<file path="src/rtl/smc_pkg.sv">
// smc_pkg: shared state encoding and table/bus constants for the SCCB init sequencer
package smc_pkg;
  typedef enum logic [2:0] {IDLE, FETCH, DECODE, ISSUE, DELAY, FIN} state_t;
  localparam logic [15:0] END_MARKER = 16'hFFFF;
  localparam logic [7:0]  DLY_SUBADR = 8'hFE;
  localparam logic [1:0]  PHASE_3W   = 2'd3;
  localparam logic        TRANS_WR   = 1'b0;
endpackage

</file>
<file path="src/rtl/smc_init_seq_dly.sv">
// smc_init_seq_dly: loadable down-counter; zero marks the last cycle of a delay
module smc_init_seq_dly #(
  parameter int CW = 16
) (
  input  logic          clk,
  input  logic          rst,
  input  logic          load,
  input  logic [CW-1:0] val,
  output logic          zero
);
  logic [CW-1:0] cnt;
  always_ff @(posedge clk)
    cnt <= rst ? '0 : load ? val : cnt - CW'(cnt != '0);
  assign zero = cnt <= CW'(1);
endmodule

</file>
<file path="src/rtl/smc_init_seq.sv">
// smc_init_seq: walks a register table and issues SCCB 3-phase writes.
// Delay entries (sub-address FE) are honoured only with SMC_INIT_SEQ_DELAY_EN defined.
module smc_init_seq
  import smc_pkg::*;
#(
  parameter int DATA_W   = 8,
  parameter int TBL_AW   = 5,
  parameter int DLY_UNIT = 1250
) (
  input  logic                clk,
  input  logic                rst,
  input  logic                start_i,
  output logic                busy_o,
  output logic                done_o,
  output logic [TBL_AW-1:0]   tbl_addr_o,
  input  logic [2*DATA_W-1:0] tbl_data_i,
  output logic [1:0]          phase_amt_o,
  output logic                trans_type_o,
  output logic                ctrl_vld_o,
  input  logic                ctrl_rdy_i,
  output logic [DATA_W-1:0]   tx_sub_adr_o,
  output logic                tx_sub_adr_vld_o,
  input  logic                tx_sub_adr_rdy_i,
  output logic [DATA_W-1:0]   tx_data_o,
  output logic                tx_data_vld_o,
  input  logic                tx_data_rdy_i,
  output logic [TBL_AW:0]     entry_cnt_o
);
  state_t state, nxt;
  logic [TBL_AW-1:0] idx;
  logic [2*DATA_W-1:0] entry;
  logic is_end, is_dly, all_done, adv, last, dly_zero, issue_go;
  assign is_end = tbl_data_i == (2*DATA_W)'(END_MARKER);
  assign last = idx == '1;
  // a channel counts as finished once its valid has dropped or is being accepted now
  assign all_done = (!ctrl_vld_o || ctrl_rdy_i) && (!tx_sub_adr_vld_o || tx_sub_adr_rdy_i)
                 && (!tx_data_vld_o || tx_data_rdy_i);
  assign adv = (state == ISSUE && all_done) || (state == DELAY && dly_zero);
  assign issue_go = state == DECODE && !is_end && !is_dly;
`ifdef SMC_INIT_SEQ_DELAY_EN
  localparam int CW = $clog2((2**DATA_W-1)*DLY_UNIT+1);
  assign is_dly = tbl_data_i[2*DATA_W-1:DATA_W] == DATA_W'(DLY_SUBADR);
  smc_init_seq_dly #(.CW(CW)) u_dly (
    .clk  (clk),
    .rst  (rst),
    .load (state == DECODE && is_dly),
    .val  (CW'(tbl_data_i[DATA_W-1:0]) * CW'(DLY_UNIT)),
    .zero (dly_zero)
  );
`else
  assign is_dly   = 1'b0;
  assign dly_zero = 1'b0;
`endif
  always_ff @(posedge clk)
    state <= rst ? IDLE : nxt;
  always_comb begin
    nxt = state;
    case (state)
      IDLE:         nxt = start_i ? FETCH : IDLE;
      FETCH:        nxt = DECODE;
      DECODE:       nxt = is_end ? FIN : is_dly ? DELAY : ISSUE;
      ISSUE, DELAY: nxt = adv ? (last ? FIN : FETCH) : state;
      default:      nxt = IDLE;
    endcase
  end
  always_comb begin
    busy_o = state != IDLE && state != FIN;
    done_o = state == FIN;
  end
  always_ff @(posedge clk) begin
    if (rst) begin
      idx              <= '0;
      entry            <= '0;
      entry_cnt_o      <= '0;
      ctrl_vld_o       <= 1'b0;
      tx_sub_adr_vld_o <= 1'b0;
      tx_data_vld_o    <= 1'b0;
    end else begin
      if (state == IDLE && start_i) begin
        idx         <= '0;
        entry_cnt_o <= '0;
      end
      if (state == DECODE) entry <= tbl_data_i;
      if (adv && !last) idx <= idx + 1'b1;
      if (state == ISSUE && all_done) entry_cnt_o <= entry_cnt_o + 1'b1;
      ctrl_vld_o       <= issue_go || (ctrl_vld_o && !ctrl_rdy_i);
      tx_sub_adr_vld_o <= issue_go || (tx_sub_adr_vld_o && !tx_sub_adr_rdy_i);
      tx_data_vld_o    <= issue_go || (tx_data_vld_o && !tx_data_rdy_i);
    end
  end
  assign tbl_addr_o   = idx;
  assign tx_sub_adr_o = entry[2*DATA_W-1:DATA_W];
  assign tx_data_o    = entry[DATA_W-1:0];
  assign phase_amt_o  = PHASE_3W;
  assign trans_type_o = TRANS_WR;
endmodule

</file>
<file path="config.mk">
export PLATFORM = sky130hd
export DESIGN_NAME = smc_init_seq
export DESIGN_NICKNAME = d
export VERILOG_FILES = /design/src/rtl/smc_pkg.sv /design/src/rtl/smc_init_seq_dly.sv /design/src/rtl/smc_init_seq.sv
export SDC_FILE = /design/constraint.sdc
export NUM_CORES = 1
export LEC_CHECK = 0
export ABC_AREA = 1
export ABC_CLOCK_PERIOD_IN_PS = 1500
export CAP_MARGIN = 15
export CORE_ASPECT_RATIO = 1.1
export CORE_UTILIZATION = 31
export DETAILED_ROUTE_END_ITERATION = 16
export PLACE_DENSITY = 0.7
export SETUP_SLACK_MARGIN = 0.4
export SLEW_MARGIN = 30
export SYNTH_ARGS = -nofsm -noshare
export SYNTH_HDL_FRONTEND = slang
export SYNTH_SLANG_ARGS = --single-unit
</file>
<file path="constraint.sdc">
create_clock -name clk -period 1.5 [get_ports clk]
set_input_delay 0.225 -clock clk [delete_from_list [all_inputs] [get_ports clk]]
set_output_delay 0.225 -clock clk [all_outputs]
set_load 0.05 [all_outputs]
</file>
# Word level (Yosys, flattened, before mapping)
# Index checks and enable logic that the tools add are counted.
[totals]
register_bits = 33
out_inout_bits = 35
input_bits = 22
[op_classes]
mux = 9
reduce_logical = 29
n_addsub = 2
eq_ne = 9
[op_table]
columns = ["op", "count"]
rows = [
  ["16-bit == test (second input constant)", 1],
  ["6-bit two-way mux", 2],
  ["3-bit one-hot mux with 4 select lines", 1],
  ["1-bit logical AND", 10],
  ["5-bit two-way mux", 2],
  ["3-bit two-way mux", 3],
  ["1-bit logical NOT", 8],
  ["6-bit by 1-bit adder with 6-bit output (second input constant)", 1],
  ["3-bit by 2-bit == test with 1-bit output (second input constant)", 2],
  ["3-bit == test (second input constant)", 2],
  ["1-bit logical OR", 6],
  ["5-bit by 1-bit adder with 5-bit output (second input constant)", 1],
  ["5-bit == test (second input constant)", 1],
  ["2-bit nonzero test", 2],
  ["3-bit by 1-bit == test with 1-bit output (second input constant)", 1],
  ["3-bit logical NOT", 1],
  ["3-bit != test (second input constant)", 1],
  ["3-bit nonzero test", 1],
  ["2-bit != test (second input constant)", 1],
  ["2-bit OR reduction", 1],
  ["1-bit two-way mux", 1],
]

# Depth between registers and ports, before layout
# Gate-level depths: netlist of the first run.
[logic_depth]
depth_word = 7
mapped_depth = 8
depth_no_buf = 8

# Least setup slack after synthesis of the first run
# Ideal clock, no wire load.
[synth_timing]
kind = "reg-to-reg"
from = "register idx[0], in the netlist tbl_addr_o[0]"
to = "register idx[2], in the netlist tbl_addr_o[2]"
setup_ns = 0.067
synth_period_minus_slack_ns = 1.813
arrival_ns = 1.746
setup_slack_ns = -0.313
path_stages_with_launch = 9
path_cell_list = "dfxtp_1 > ha_1 > inv_1 > nor3_1 > ha_1 > inv_1 > nand2_1 > nand3_1 > a21oi_2"
[synth_via]
elab_chain_cells = 4
[synth_rtl]
columns = ["element", "line_no", "rtl"]
rows = [
  ["start: declaration", "smc_init_seq.sv:30", "logic [TBL_AW-1:0] idx;"],
  ["start signal: assignment", "smc_init_seq.sv:84", "if (adv && !last) idx <= idx + 1'b1;"],
  ["branches (longest 4 deep; another with 5-bit by 1-bit adder with 5-bit output)", "-", ""],
]
# Parallel ways; which one is timed is not known.
# A chain may end at the register's enable or synchronous reset.

# Worst setup path after layout of the first run
[layout_timing]
from = "register state[1]"
to = "register entry_cnt_o[2]"
[layout_via]
elab_chain_cells = 3
[layout_rtl]
columns = ["element", "line_no", "rtl"]
rows = [
  ["start: declaration", "smc_init_seq.sv:29", "state_t state, nxt;"],
  ["start signal: assignment", "smc_init_seq.sv:55", "state <= rst ? IDLE : nxt;"],
  ["3-bit by 2-bit == test with 1-bit output / 3-bit logical NOT (equally long branches)", "smc_init_seq.sv:85, smc_init_seq.sv:79", ""],
  ["1-bit logical AND, on equally long branches", "smc_init_seq.sv:85, smc_init_seq.sv:79", ""],
  ["6-bit two-way mux / 2-bit nonzero test (equally long branches)", "-", ""],
  ["end signal: assignment", "smc_init_seq.sv:85", "if (state == ISSUE && all_done) entry_cnt_o <= entry_cnt_o + 1'b1;"],
  ["end: declaration", "smc_init_seq.sv:27", "output logic [TBL_AW:0] entry_cnt_o"],
]
# Several ways; a longest one is shown, not always the timed one.

==> flow_summary.toml, run 1 <==
[run_status]
status = "finished clean"

[cts]
clk_path_buf_depth = 2
clockRootBuffer = "clkbuf_8"
path_clk_slew_ns = 0.07
h-tree-depth = 2
insertion_delay_ns = 0.29
cts_buffers = 5
clock-sinks = 33
cts_tree = "yes"

[synthesis]
synth_cell_types = 24
synthXorXnorAreaFrac = 0.00583
yosys_warnings = 0
netlist_top_cells_area = "dfxtp_1, nor2_1, nand2_1"
synth.avg_cell_area_sq_um = 7.26
synth_compound_area_frac = 0.149
yosys_register_bits = 33
ys_seq_area_frac = 0.440
yosysTopAreaCell = "dfxtp_1"
synthMuxAreaShare = 0
synth_simple_gate_area_frac = 0.296
synth-adder-area-share = 0.0250
synth_top_area_frac = 0.440
synth_top_family_by_area = "simple AND/OR/NAND/NOR gates"
synthCells = 207
syn_area_sq_um = 1500

[power_and_ir_drop]
intPower_mw = 1.73
p_clk_frac = 0.306
p_switching_mw = 0.929
power_frac_seq = 0.377
combPwrFrac = 0.317
p_leak_nw = 1.22
powerDensity_nw_per_um2 = 987
power.total_mw = 2.66
p_sw_frac = 0.349
peakVddDrop_mv = 0.576

[worst_setup_path]
cp_common_cell = "nor2_1"
path_max_fanout = 4
crit_arrival_ns = 1.57
end_kind = "flop"
crit_type = "flop to flop"
required_ns = 1.68
crit_chain = "buf_12 > nand2_2 > nor2_1 > nand4_2 > buf_4 > nor3_1 > nor2_1"
path_buf_inv = 2
crit_family = "simple AND/OR/NAND/NOR gates"
crit_slowest_cell = "dfxtp_4"
cp-start-kind = "flop"
reg2reg_slack_ns = 0.11
cpPeakStageDelay_ns = 0.38

[layout]
multiInputGateArea_sq_um = 977
final_cell_mix = "nor2_1, buf_4, nand2_1"
fin_area_sq_um = 2700
register_area_sq_um = 712
stdcell_count = 334
final_net_count = 302
final_layout_size_suffix_gt1_frac = 0.511
diodes = 0
layout_commonest_cell = "nor2_1"
syn2layout_area_growth_pct = 79.5
final.fill_count = 423

[global_route]
grt_overflow = 0
antenna_found_initial = 0
grt_pass1_vias = 1447
grt_max_degree = 17
grt_usage = 0.166
grt_first_pass_wirelength_um = 6270

[die]
ios = 57
placementRows = 26
coreArea_sq_um = 4650
die_h_um = 75.0
fp.dieArea_sq_um = 5130
fp.dieW_um = 68.4
start_util = 0.323

[routing]
finalWirelength_um = 4420
vias_per_cell = 4.91
dr_total_vias = 1640
drc_errors = 0
dr.first_iter.drc_count = 79
ant_nets = 0
wire_per_inst_um = 13.2
first_pass_iters = 4

[sta]
fin_ws_ns = 0.106
rsz0062_at_grt = "yes"
fin_setup_tns_ns = 0
setup_viol = 0
clock_skew_ns = 0.00807
hold_viol_final = 0
post-route-period-util = 0.929
fin_crit_ns = 1.39
clock.fmax_ghz = 0.717
slew_violations = 0

[placement]
dp_hpwl_um = 2710
placed_area_sq_um = 2200
port-buffer-count = 53
finalWeightedCongestion = 0.792
detailedPlace.worstSlack_ns = -0.0773
placed_cells = 311

[flow_run]
maxCapViolCount = 0

[worst_hold_path]
hold_class = "input port to flop"
==> tightest hold or removal path, delay by kind of cell <==
kind / cells / cell delay, ns
and+or+nand+nor: 2 / 0.12
buffers and inverters: 1 / 0.10
==> what timing repair did <==
item / in CTS / in global routing
setup endpoints to repair: 35 / 43
pin swaps: 5 / 25
buffers inserted: 6 / 5
cloned: 2 / 2
gates resized for setup: 10 / 83
hold buffers: 0 / 0
==> final timing paths <==
path,depth (start not counted),end,start
worst max-delay path,7,entry_cnt_o[2]$_SDFFE_PP0P_,state[1]$_SDFFE_PP0P_
worst min register to register,2,entry_cnt_o[4]$_SDFFE_PP0P_,entry_cnt_o[4]$_SDFFE_PP0P_
worst min-delay path,3,entry[1]$_SDFFE_PP0P_,tbl_data_i[1]
worst max register to register,7,entry_cnt_o[2]$_SDFFE_PP0P_,state[1]$_SDFFE_PP0P_
==> cells in the mapped netlist <==
cell type  number
nor2_1         41
nand2_1        36
dfxtp_1        33
o21ai_0        19
inv_1          16
a21oi_1        12
nand3_1        12
a21oi_2         5
buf_4           5
o21ai_1         5
nor3_1          4
buf_2           3
ha_1            3
conb_1          2
nor2_4          2
and3_2          1
clkbuf_1        1
inv_2           1
nand3_2         1
nand4_1         1
nand4_2         1
nor2_2          1
nor3_2          1
xor2_1          1
==> power by group through the flow <==
| stage | Sequential (mW) | Clock, mW | Combinational [mW] |
|---|---|---|---|
| finish | 1.00 | 0.815 | 0.843 |
| CTS | 0.989 | 0.832 | 0.741 |
| global placement | 1.01 | 0 | 0.678 |
| floorplan | 1.22 | 0 | 0.247 |
| detailed placement | 1.01 | 0 | 0.681 |
| global route | 1.01 | 0.866 | 0.894 |
==> kinds of logic after synthesis <==
kind of cell,count (synthesis)
simple gates,101
xor+xnor,1
other cells,2
compound gates,41
fa+ha+maj,3
flops,33
buf+inv,26
==> routing by layer <==
metal / wire (um) / track usage / up-vias
met5: 0 / 0 / -
met4: 53 / 0.0625 / 0
met3: 207 / 0.0500 / 8
met2: 2270 / 0.283 / 45
met1: 1890 / 0.193 / 775
li1: - / - / 812
==> stage by stage <==
step            util  hold slack, ns
2_1_floorplan      -           0.360
3_3_place_gp   0.474           0.458
3_5_place_dp   0.474           0.473
4_1_cts        0.520           0.484
5_1_grt        0.580           0.217
6_report       0.580           0.201
==> sequential cells by signal, indices dropped and copies added (netlist names) <==
register,count
entry_cnt_o,6
tbl_addr_o,5
tx_sub_adr_vld_o,1
tx_data_vld_o,1
entry,16
state,3
ctrl_vld_o,1
==> area by class of cell <==
class	instances	area share
repair buffers	68	0.270
multi-input cells	150	0.362
inverters	17	0.0306
clock inverters	1	0.00232
flip-flops and latches	33	0.264
clock buffers	7	0.0399
repair inverters	2	0.00464
well taps	56	0.0260
(Power assumes the default switching activity.)
==> run 2, diff against run 1 <==
--- a/config.mk
+++ b/config.mk
@@ -6,7 +6,7 @@
 export NUM_CORES = 1
 export LEC_CHECK = 0
 export ABC_AREA = 1
-export ABC_CLOCK_PERIOD_IN_PS = 1500
+export ABC_CLOCK_PERIOD_IN_PS = 1570
 export CAP_MARGIN = 15
 export CORE_ASPECT_RATIO = 1.1
 export CORE_UTILIZATION = 31
==> constraint.sdc (replaced) <==
create_clock -name clk -period 1.57 [get_ports clk]
set_input_delay 0.2355 -clock clk [delete_from_list [all_inputs] [get_ports clk]]
set_output_delay 0.2355 -clock clk [all_outputs]
set_load 0.05 [all_outputs]
==> run 2 against run 1 <==
Routed wire length fell by 3.5%. First-iteration DRC count grew 35%. Clock skew fell by 0.0015 ns. Via count shrank 2.1%. Die area unchanged. Global-route usage down 0.13 points. Sequential cell count did not move. Total power down 5.7%. Sequential power decreased by 5%. Cell area decreased by 5.1%. Combinational power fell by 8.5%. Worst setup slack better by 0.085 ns. Largest cell class unchanged. Largest power group unchanged. Highest routed layer unchanged.
==> flow_summary.toml, run 2 (synthesis results as in run 1) <==
[sta]
hold_ws_ns = 0.463
hold_viol_final = 0
rsz0062_at_grt = "yes"
fin_crit_ns = 1.38
clock_skew_ns = 0.00655
post-route-period-util = 0.878
slew_violations = 0
clock.fmax_ghz = 0.725
setup_viol = 0
fin_ws_ns = 0.191

[layout]
diodes = 0
final.fill_count = 437
final_layout_size_suffix_gt1_frac = 0.473
fin_area_sq_um = 2560
layout_commonest_cell = "buf_4"
top_register = "entry"
multiInputGateArea_sq_um = 918
largest_reg_flops = 16
syn2layout_area_growth_pct = 70.3
final_cell_mix = "buf_4, nor2_1, nand2_1"
final_net_count = 303
register_area_sq_um = 708
utilization = 0.550
stdcell_count = 335

[worst_hold_path]
hold_class = "input port to flop"
hold_end = "tx_data_vld_o$_SDFF_PP0_"
hold_depth = 5
worstHoldStart = "tx_data_rdy_i"

[worst_setup_path]
crit_arrival_ns = 1.14
end_kind = "primary output"
r2r_start = "state[0]$_SDFFE_PP0P_"
reg2reg_slack_ns = 0.25
reg2reg_to = "entry_cnt_o[3]$_SDFFE_PP0P_"
required_ns = 1.33
worst-r2r-cell-count = 6
path_max_fanout = 7
crit_type = "flop to primary output"
cp-start-kind = "flop"

[cts]
cts_buffers = 5
clk_path_buf_depth = 2
clock-sinks = 33
insertion_delay_ns = 0.29
clockRootBuffer = "clkbuf_8"
h-tree-depth = 2
path_clk_slew_ns = 0.07
cts_tree = "yes"

[die]
coreArea_sq_um = 4650
placementRows = 26
fp.dieW_um = 68.4
fp.dieArea_sq_um = 5130
die_h_um = 75.0
start_util = 0.323
ios = 57

[placement]
finalWeightedCongestion = 0.788
detailedPlace.worstSlack_ns = -0.0526
placed_area_sq_um = 2150
port-buffer-count = 53
placed_cells = 311
dp_hpwl_um = 2650

[global_route]
globalRoute.busiestLayer = "met2"
antenna_found_initial = 0
grtUsageMet1 = 0.189
grt_max_degree = 24
grt_first_pass_wirelength_um = 6220
gr-usage-met3 = 0.0409
grt_usage = 0.165
grt_util_met2 = 0.276
grt_pass1_vias = 1440
grt_overflow = 0

[power_and_ir_drop]
p_sw_frac = 0.346
combPwrFrac = 0.307
intPower_mw = 1.64
p_leak_nw = 1.06
power_frac_seq = 0.379
p_clk_frac = 0.314
p_switching_mw = 0.868
powerDensity_nw_per_um2 = 981
peakVddDrop_mv = 0.617

[routing]
ant_nets = 0
vias_per_cell = 4.79
wire_per_inst_um = 12.7
dr.first_iter.drc_count = 107
finalWirelength_um = 4270
drc_errors = 0
first_pass_iters = 4
dr_total_vias = 1606

[flow_run]
maxCapViolCount = 0

[run_status]
status = "finished clean"
-- run 2: routing by layer --
metal	wire length [um]	up-vias
li1	-	808
met1	1810	741
met2	2160	49
met3	211	8
met4	90	0
met5	0	-
-- run 2: critical path, cell delays in order (launching register included) --
cell	delay, ns
dfxtp_4	0.38
and3_4	0.20
a21oi_4	0.13
buf_12	0.15
-- run 2: timing repair --
action,4_1_cts,5_1_grt
endpoints found under the setup margin,35,37
buffers inserted,8,6
gates cloned,0,2
hold buffers,0,0
pin swaps,7,16
endpoints found under the hold margin,0,0
resized for setup,14,48
-- run 2: final cells by class --
type / instances / area share
multi-input cells: 149 / 0.359
clock inverters: 1 / 0.00244
well taps: 56 / 0.0274
repair inverters: 2 / 0.00587
clock buffers: 7 / 0.0421
inverters: 17 / 0.0293
repair buffers: 70 / 0.257
flip-flops and latches: 33 / 0.277
-- run 2: through the flow --
step                      total power, mW  setup TNS [ns]
after floorplan                      1.39               0
after global placement               1.60               0
after detailed placement             1.60          -0.166
after CTS                            2.42               0
after global routing                 2.61               0
final                                2.51               0
-- run 2: worst max-delay path by stage --
stage | from | end | slack [ns] | cells past startpoint
finish | state[0]$_SDFFE_PP0P_ | busy_o | 0.19 | 3
global route | state[1]$_SDFFE_PP0P_ | busy_o | 0.15 | 4
CTS | state[1]$_SDFFE_PP0P_ | busy_o | 0.19 | 4
detailed placement | tx_data_rdy_i | entry_cnt_o[4]$_SDFFE_PP0P_ | -0.05 | 8
global placement | tx_sub_adr_rdy_i | entry_cnt_o[4]$_SDFFE_PP0P_ | 0.009 | 8
floorplan | tbl_addr_o[1]$_SDFFE_PP0P_ | tbl_addr_o[4]$_SDFFE_PP0P_ | 0.21 | 8
-- run 2: power groups by stage --
stage                     Sequential [mW]  Clock (mW)  Combinational (mW)
after global placement              0.961           0               0.635
final                               0.951       0.788               0.771
after CTS                           0.943       0.801               0.676
after floorplan                      1.16           0               0.227
after detailed placement            0.960           0               0.642
after global routing                0.959       0.824               0.822
==> run 3, diff against run 2 <==
--- a/config.mk
+++ b/config.mk
@@ -8,12 +8,15 @@
 export ABC_AREA = 1
 export ABC_CLOCK_PERIOD_IN_PS = 1570
 export CAP_MARGIN = 15
+export CELL_PAD_IN_SITES_DETAIL_PLACEMENT = 0
+export CELL_PAD_IN_SITES_GLOBAL_PLACEMENT = 1
 export CORE_ASPECT_RATIO = 1.1
-export CORE_UTILIZATION = 31
+export CORE_UTILIZATION = 30
 export DETAILED_ROUTE_END_ITERATION = 16
-export PLACE_DENSITY = 0.7
+export PLACE_DENSITY = 0.89
 export SETUP_SLACK_MARGIN = 0.4
 export SLEW_MARGIN = 30
 export SYNTH_ARGS = -nofsm -noshare
 export SYNTH_HDL_FRONTEND = slang
+export SYNTH_HIERARCHICAL = 1
 export SYNTH_SLANG_ARGS = --single-unit
==> run 3 against run 2 <==
Sequential share of layout area is 0.18 points higher. Worst setup slack worse by 0.019 ns. Maximum frequency is 1.4% lower. First-iteration DRC count is 47% lower. Critical path depth stayed put. Via count is 1.9% lower. Sequential power is 0.6% lower. Clock power is 8.9% lower. Combinational power is 4.4% lower. Critical path type unchanged. Critical endpoint unchanged. Largest cell class unchanged.
==> flow_summary.toml, run 3 <==
[run_status]
status = "finished clean"

[synthesis]
netlist_top_cells_area = "dfxtp_1, nor2_1, nand2_1"
synth_edf_count = 0
synth.avg_cell_area_sq_um = 7.26
yosysTopAreaCell = "dfxtp_1"
synthFlopType = "dfxtp_1"
syn_area_sq_um = 1500
yosys_warnings = 6
async_flop_share = 0
synth_top_area_frac = 0.440
synthCells = 207
yosys_register_bits = 33
synthTopCellsByCount = "nor2_1, nand2_1, dfxtp_1"
synth_cell_types = 24
yosysMostFrequentCell = "nor2_1"
ys_seq_area_frac = 0.440

[placement]
placed_area_sq_um = 2150
dp_hpwl_um = 2640
finalWeightedCongestion = 0.719
placed_cells = 311
port-buffer-count = 53

[worst_setup_path]
path_max_fanout = 7
path_buf_inv = 1
worst-r2r-cell-count = 7
reg2reg_slack_ns = 0.21
crit_family = "flip-flops"
cp-start-kind = "flop"
reg2reg_to = "tbl_addr_o[1]$_SDFFE_PP0P_"
crit_arrival_ns = 1.16
crit_chain = "and3_4 > a21oi_4 > buf_12"
end_kind = "primary output"
r2r_start = "state[1]$_SDFFE_PP0P_"
cpPeakStageDelay_ns = 0.38
required_ns = 1.33
crit_slowest_cell = "dfxtp_4"
crit_type = "flop to primary output"

[global_route]
grt_usage = 0.157
grt_pass1_vias = 1442
grt_max_degree = 17
grt_overflow = 0
grt_first_pass_wirelength_um = 6690
antenna_found_initial = 0

[die]
coreArea_sq_um = 4720
die_h_um = 76.2
start_util = 0.319
placementRows = 26
ios = 57
fp.dieW_um = 69.5
fp.dieArea_sq_um = 5300

[routing]
dr_total_vias = 1575
dr.first_iter.drc_count = 57
vias_per_cell = 4.73
first_pass_iters = 4
wire_per_inst_um = 12.4
drc_errors = 0
ant_nets = 0
finalWirelength_um = 4130

[flow_run]
maxCapViolCount = 0

[cts]
cts_tree = "yes"
cts-hold-fix-buffers = 0
insertion_delay_ns = 0.28
cts_buffers = 5
path_clk_slew_ns = 0.07
clock-sinks = 33
h-tree-depth = 2
clockRootBuffer = "clkbuf_8"
clk_path_buf_depth = 2

[sta]
post-route-period-util = 0.891
setup_viol = 0
slew_violations = 0
rsz0062_at_grt = "yes"
fin_crit_ns = 1.40
clock_skew_ns = 0.00680
hold_ws_ns = 0.398
fin_setup_tns_ns = 0
hold_viol_final = 0
clock.fmax_ghz = 0.715

[layout]
largest_reg_flops = 16
final_layout_size_suffix_gt1_frac = 0.480
stdcell_count = 333
final_cell_mix = "nor2_1, buf_4, nand2_1"
syn2layout_area_growth_pct = 69.8
final_net_count = 301
layout_commonest_cell = "nor2_1"
diodes = 0
top_register = "entry"
fin_area_sq_um = 2550
final.fill_count = 454

[power_and_ir_drop]
powerDensity_nw_per_um2 = 941
power.total_mw = 2.40
peakVddDrop_mv = 0.495
p_leak_nw = 1.07

[worst_hold_path]
hold_depth = 4
worstHoldStart = "ctrl_rdy_i"
hold_class = "input port to flop"
hold_end = "ctrl_vld_o$_SDFF_PP0_"
run 3: per-layer routing:
metal	global-route usage	vias to the layer above	wire length, um
met5	0	-	0
met4	0.0592	0	59
met3	0.0463	6	245
met2	0.253	44	2030
met1	0.197	722	1800
li1	-	803	-
run 3: worst max path at each step:
stage,start,to,cells after the start
after floorplan,tbl_addr_o[1]$_SDFFE_PP0P_,tbl_addr_o[4]$_SDFFE_PP0P_,8
after global placement,tx_data_rdy_i,entry_cnt_o[4]$_SDFFE_PP0P_,8
after detailed placement,tx_sub_adr_rdy_i,entry_cnt_o[4]$_SDFFE_PP0P_,8
after CTS,state[0]$_SDFFE_PP0P_,busy_o,3
after global routing,state[2]$_SDFFE_PP0P_,busy_o,3
final,state[0]$_SDFFE_PP0P_,busy_o,3
run 3: repair_timing:
item	CTS	global route
setup buffers	10	2
gates resized for setup	36	25
pin swaps	15	7
gates cloned	2	0
setup endpoints to repair	35	37
run 3: layout make-up:
| class | instances | area, sq um | share of cell area |
|---|---|---|---|
| clock buffer | 7 | 97.6 | 0.0383 |
| clock inverter | 1 | 5.00 | 0.00196 |
| inverter | 17 | 70.1 | 0.0275 |
| multi-input combinational | 149 | 946 | 0.371 |
| sequential | 33 | 711 | 0.279 |
| tap | 56 | 70.1 | 0.0275 |
| timing repair buffer | 68 | 637 | 0.250 |
| timing repair inverter | 2 | 15.0 | 0.00589 |
run 3: where the power goes:
part           internal, mW  switching, mW  total [mW]
logic                 0.268          0.468       0.737
registers             0.895         0.0503       0.945
clock network         0.407          0.312       0.718
total                  1.57          0.830        2.40
run 3: through the flow:
stage                     setup slack, ns  utilization
after floorplan                     0.213            -
after global placement             0.0170        0.455
after detailed placement          -0.0284        0.455
after CTS                           0.172        0.520
after global routing                0.151        0.541
final                               0.172        0.541
run 3: kinds of logic (layout without fill, tap and decap cells):
group,after synthesis,count (layout),share of synthesized area
AOI/OAI and AO/OA,41,41,0.149
adders and majority gates,3,3,0.0250
xor gates and xnor gates,1,1,0.00583
DFF,33,33,0.440
buffers and inverters,26,95,0.0799
and+or+nand+nor,101,101,0.296
other,2,3,0.00500
run 3: worst register-to-register path, delay by kind of cell (launching register included):
family | cells | cell delay (ns)
and+or+nand+nor | 5 | 0.69
AOI/OAI and AO/OA | 1 | 0.14
buffers and inverters | 1 | 0.11
DFF | 1 | 0.37
